===== src/rtl/otter_hazard_ctrl.sv =====
// rtl/otter_hazard_ctrl.sv - OTTER load-use stall, redirect flush and operand-forwarding control
// Optional performance counters are built when OTTER_HAZARD_PERF_EN is defined.
module otter_hazard_ctrl #(
  parameter int REG_AW       = 5,
  parameter int FLUSH_CYCLES = 2,
  parameter int CNT_W        = 32
) (
  input  logic              CLK,
  input  logic              RST_N,
  input  logic              de_valid,
  input  logic [REG_AW-1:0] de_rs1,
  input  logic [REG_AW-1:0] de_rs2,
  input  logic              de_rs1_used,
  input  logic              de_rs2_used,
  input  logic [REG_AW-1:0] de_rd,
  input  logic              de_rd_wr,
  input  logic              de_is_load,
  input  logic              ex_redirect,
  output logic              pc_stall,
  output logic              if_de_stall,
  output logic              de_ex_bubble,
  output logic              if_de_flush,
  output logic [1:0]        fwd_a_sel,
  output logic [1:0]        fwd_b_sel,
  output logic [CNT_W-1:0]  stall_cnt,
  output logic [CNT_W-1:0]  flush_cnt
);

  typedef struct packed {
    logic              valid;
    logic [REG_AW-1:0] rd;
    logic              rd_wr;
    logic              is_load;
  } trk_t;

  localparam logic [2:0] FLUSH_RELOAD = 3'(FLUSH_CYCLES - 1);

  trk_t       ex_t, mem_t, wb_t;
  trk_t       ex_next;
  logic [2:0] flush_ctr;
  logic [1:0] fwd_a_q, fwd_b_q;
  logic       rs1_hit_ex, rs2_hit_ex;
  logic       load_use;
  logic       advance;
  logic       unused_wb;

  function automatic logic [1:0] src_sel(input logic used, input logic [REG_AW-1:0] addr,
                                         input trk_t ex, input trk_t mem);
    logic [1:0] sel;
    sel = 2'd0;
    if (used && addr != '0) begin
      if (ex.valid && ex.rd_wr && ex.rd == addr)
        sel = 2'd1;
      else if (mem.valid && mem.rd_wr && mem.rd == addr)
        sel = 2'd2;
    end
    return sel;
  endfunction

  assign rs1_hit_ex = de_rs1_used && (de_rs1 == ex_t.rd);
  assign rs2_hit_ex = de_rs2_used && (de_rs2 == ex_t.rd);
  assign load_use   = de_valid && ex_t.valid && ex_t.is_load && ex_t.rd_wr &&
                      (ex_t.rd != '0) && (rs1_hit_ex || rs2_hit_ex);

  // Redirect overrides the stall: the stalled instruction is on the wrong path anyway.
  assign pc_stall     = RST_N && load_use && !ex_redirect;
  assign if_de_stall  = pc_stall;
  assign de_ex_bubble = RST_N && (load_use || ex_redirect);
  assign if_de_flush  = RST_N && (ex_redirect || flush_ctr != 3'd0);
  assign advance      = de_valid && !load_use && !ex_redirect;

  always_comb begin
    ex_next = '0;
    if (advance) begin
      ex_next.valid   = 1'b1;
      ex_next.rd      = de_rd;
      ex_next.rd_wr   = de_rd_wr;
      ex_next.is_load = de_is_load;
    end
  end

  always_ff @(posedge CLK or negedge RST_N) begin
    if (!RST_N) begin
      ex_t      <= '0;
      mem_t     <= '0;
      wb_t      <= '0;
      flush_ctr <= 3'd0;
      fwd_a_q   <= 2'd0;
      fwd_b_q   <= 2'd0;
    end else begin
      ex_t  <= ex_next;
      mem_t <= ex_t;
      wb_t  <= mem_t;
      if (ex_redirect)
        flush_ctr <= FLUSH_RELOAD;
      else if (flush_ctr != 3'd0)
        flush_ctr <= flush_ctr - 3'd1;
      // Bubbles and flushed slots carry no operands, so they never forward.
      fwd_a_q <= advance ? src_sel(de_rs1_used, de_rs1, ex_t, mem_t) : 2'd0;
      fwd_b_q <= advance ? src_sel(de_rs2_used, de_rs2, ex_t, mem_t) : 2'd0;
    end
  end

  assign fwd_a_sel = fwd_a_q;
  assign fwd_b_sel = fwd_b_q;
  assign unused_wb = ^wb_t;

`ifdef OTTER_HAZARD_PERF_EN
  logic [CNT_W-1:0] stall_q, flush_q;

  always_ff @(posedge CLK or negedge RST_N) begin
    if (!RST_N) begin
      stall_q <= '0;
      flush_q <= '0;
    end else begin
      if (pc_stall && stall_q != '1)
        stall_q <= stall_q + CNT_W'(1);
      if (ex_redirect && flush_q != '1)
        flush_q <= flush_q + CNT_W'(1);
    end
  end

  assign stall_cnt = stall_q;
  assign flush_cnt = flush_q;
`else
  assign stall_cnt = '0;
  assign flush_cnt = '0;
`endif

endmodule

===== config.mk =====
export PLATFORM = sky130hd
export DESIGN_NAME = otter_hazard_ctrl
export DESIGN_NICKNAME = d
export VERILOG_FILES = /design/src/rtl/otter_hazard_ctrl.sv
export SDC_FILE = /design/constraint.sdc
export NUM_CORES = 1
export LEC_CHECK = 0
export BUFFER_PORTS_ARGS = -buffer_cell sky130_fd_sc_hd__buf_2
export CAP_MARGIN = 0
export CORE_UTILIZATION = 47
export CTS_BUF_LIST = sky130_fd_sc_hd__clkbuf_16
export DETAILED_ROUTE_END_ITERATION = 10
export GPL_ROUTABILITY_DRIVEN = 0
export HOLD_SLACK_MARGIN = 0.02
export PLACE_DENSITY = 0.86
export SYNTH_ARGS = -nofsm -noshare
export SYNTH_HDL_FRONTEND = slang
export SYNTH_SLANG_ARGS = --single-unit
export TNS_END_PERCENT = 5

===== constraint.sdc =====
create_clock -name CLK -period 3.57 [get_ports CLK]
set_clock_uncertainty 0.15 [all_clocks]
set_input_delay 0.5355 -clock CLK [delete_from_list [all_inputs] [get_ports CLK]]
set_output_delay 0.5355 -clock CLK [all_outputs]
set_load 0.02 [all_outputs]

==> results.md <==
* CTS clk-pin slew, worst paths at 60 ps
* DIE AREA at 3570 µm²
* Synth-to-layout area growth at 3.76%
* Total Nets Final at 222
* Initial core utilization at 50.4%
* Syn avg cell area at 9.54 µm²
* First drt pass iteration count at 4
* CTS resizes at 0
* Initial antenna violation count at 0
* Clk sinks at 22
* Number of I/O port buffers at 30
* H-tree Lvls at 1
* Cts hold-fix bufs at 0
* Placed Area at 1520 µm²
* CTS Buffer Depth at 2
* Post-DR wirelength/cell at 9.83 µm
* Share of cells above drive strength 1 at 19.9%
* Ranking of synthesized cells by area: dfrtp_1, buf_4, xnor2_1
* Comb pwr share at 23.3%
* Share of power burned in registers at 36.7%
* Leak at 0.859 nW
* Critical Path Sink Type: output port
* Top Family by Delay on Critical Path: simple AND/OR/NAND/NOR gates
* Class of the worst hold path: input pin to async pin
* CTS tree: built
* Most frequent cells in the layout: conb_1, buf_2, dfrtp_1
* Critical-path maximum fanout at 4
* Least-Margin Pin Slew at 505 ps
* Crit path DAT at 1810 ps
* # Post-CTS Setup Buffers at 0
* Buf/Inv on CP at 1
* First-pass GRT wire length at 3500 µm
* Initial DRC Count at 11
* Cell Rows at 20
* Commonest non-fill, non-tap cell in the layout: conb_1
* Drt total wl at 2360 µm
* Vias in the first global route at 817
* Post-Syn Instances at 164
* Synthesized cell area at 1570 µm²
* YS warnings at 0
* Max-cap viol count at 0
* Total grt overflow at 0
* CP startpoint kind: register
* Total negative slack at 0 ps
* FMAX at 0.401 GHz
* Sw Ratio at 28.8%
* Power, Total at 763 µW
* Number of I/O pins at 95
* GRT Total Usage at 13.4%
* Pwr Density at 470 nW/µm²
* Post-synthesis cell type count at 27
* Design area at 1620 µm²
* Slowest stage delay, CP at 430 ps
* Switching power at 220 µW
* Final setup viols at 0
* Final Util at 52.3%
* Worst EP required at 2880 ps
* Min Tclk post-route at 2490 ps
* CP Cell Sequence: xnor2_1 -> nand3_1 -> o22ai_2 -> and2_4 -> and3_1 -> buf_2
* Final period util at 69.8%
* Outcome: completed
* Int Pwr at 543 µW
* Vias per inst at 4.10
* DRC at 0
* Top cell type's share of synthesized area at 35.2%
* DIE HEIGHT at 59.7 µm
* Clock network power share at 40.0%
* Detail Placement HPWL at 1990 µm
* Worst-Skew Late Latency at 250 ps
* Max VDD drop at 0.000299 V
* Headroom to the max-slew limit at 66.3%
* Post-DRT Antenna Nets at 0
* Via count at 984
* Slew Viols, Final at 0
* #FFs+latches synth at 22
* Unrepaired setup endpoints after global routing: no
* Die W at 59.7 µm
* Slowest cell on the critical path: dfrtp_1
* Core area at 3100 µm²
* Total CTS buffers at 3
* Largest net degree at the start of global routing at 26
* Ant diodes at 0
* Dominant cell type by area after synthesis: dfrtp_1
* Final hold violation count at 0
* Fraction of the yosys area taken by sequential cells at 35.2%
* Crit path kind: register to output port
* Clock root cell: clkbuf_16
==> power by group through the flow <==
stage	clock, mW	sequential (mW)	combinational, mW
after floorplan	0	0.282	0.192
after global placement	0	0.284	0.171
after detailed placement	0	0.284	0.177
after CTS	0.311	0.280	0.179
after global routing	0.324	0.282	0.202
final	0.305	0.280	0.178
==> final timing paths <==
path / startpoint / end / slack (ps) / cells after the start
setup / recovery: ex_t[2]$_DFF_PN0_ / if_de_stall / 1080 / 6
hold / removal: RST_N / ex_t[7]$_DFF_PN0_ / 100 / 1
setup reg to reg: ex_t[2]$_DFF_PN0_ / fwd_b_sel[0]$_DFF_PN0_ / 1950 / 5
hold reg to reg: ex_t[7]$_DFF_PN0_ / mem_t[7]$_DFF_PN0_ / 260 / 0
max in group asynchronous: RST_N / flush_ctr[2]$_DFFE_PN0N_ / 2830 / 1
min in group CLK: ex_t[7]$_DFF_PN0_ / mem_t[7]$_DFF_PN0_ / 260 / 0
==> registers in the layout (all words and copies together) (netlist names) <==
register / flops
ex_t: 8
fwd_b_sel: 2
fwd_a_sel: 2
flush_ctr: 3
mem_t: 7
==> worst reg2reg max path: cells and delay by family, from the launching register on <==
kind             cells  cell delay, ps
XOR/XNOR             1             240
flip-flops           1             430
AND/OR/NAND/NOR      2             330
AO/OA/AOI/OAI        2             350
==> metrics by stage <==
step | hold slack, ps | std cells | worst slack, ps
after floorplan | 89.9 | 227 | 1220
after global placement | 231 | 236 | 1200
after detailed placement | 244 | 236 | 1130
after CTS | 110 | 240 | 1060
after global routing | 145 | 240 | 882
final | 100 | 240 | 1080
==> per-layer routing <==
layer | wire length, µm | global-route usage [%] | vias to the layer above
met5 | 0 | 0 | -
met4 | 34 | 6.31 | 0
met3 | 152 | 3.90 | 4
met2 | 1290 | 24.0 | 49
met1 | 885 | 14.4 | 464
li1 | - | - | 467
==> final cells by class <==
| type | count | area [µm²] |
|---|---|---|
| Sequential cell | 22 | 551 |
| Clock buffer | 3 | 75.1 |
| Tap cell | 44 | 55.1 |
| Clock inverter | 1 | 30.0 |
| Multi-Input combinational cell | 136 | 748 |
| Inverter | 4 | 15.0 |
| Fill cell | 323 | 1480 |
| Timing Repair Buffer | 30 | 150 |
==> Yosys cell counts <==
cell / instances
buf_4: 65
dfrtp_1: 22
xnor2_1: 13
xor2_1: 8
and2_1: 7
nor2_1: 7
nand2_1: 6
nor3_1: 5
inv_1: 4
nand3_1: 4
a21oi_1: 3
nand4_1: 3
ha_1: 2
or4_1: 2
a21boi_0: 1
a21oi_4: 1
and2_4: 1
and3_1: 1
and4_1: 1
conb_1: 1
nand3_2: 1
nor4_1: 1
nor4_2: 1
o2111a_1: 1
o21a_1: 1
o21ai_1: 1
o22ai_2: 1
==> cells by family after synthesis <==
| logic type | synth area share (%) |
|---|---|
| xor+xnor | 11.8 |
| fa+ha+maj | 1.60 |
| compound gates | 4.80 |
| flops | 35.2 |
| simple gates | 14.3 |
| other cells | 0.240 |
| buf+inv | 32.1 |
No activity file was read; power rests on OpenSTA's default activity.
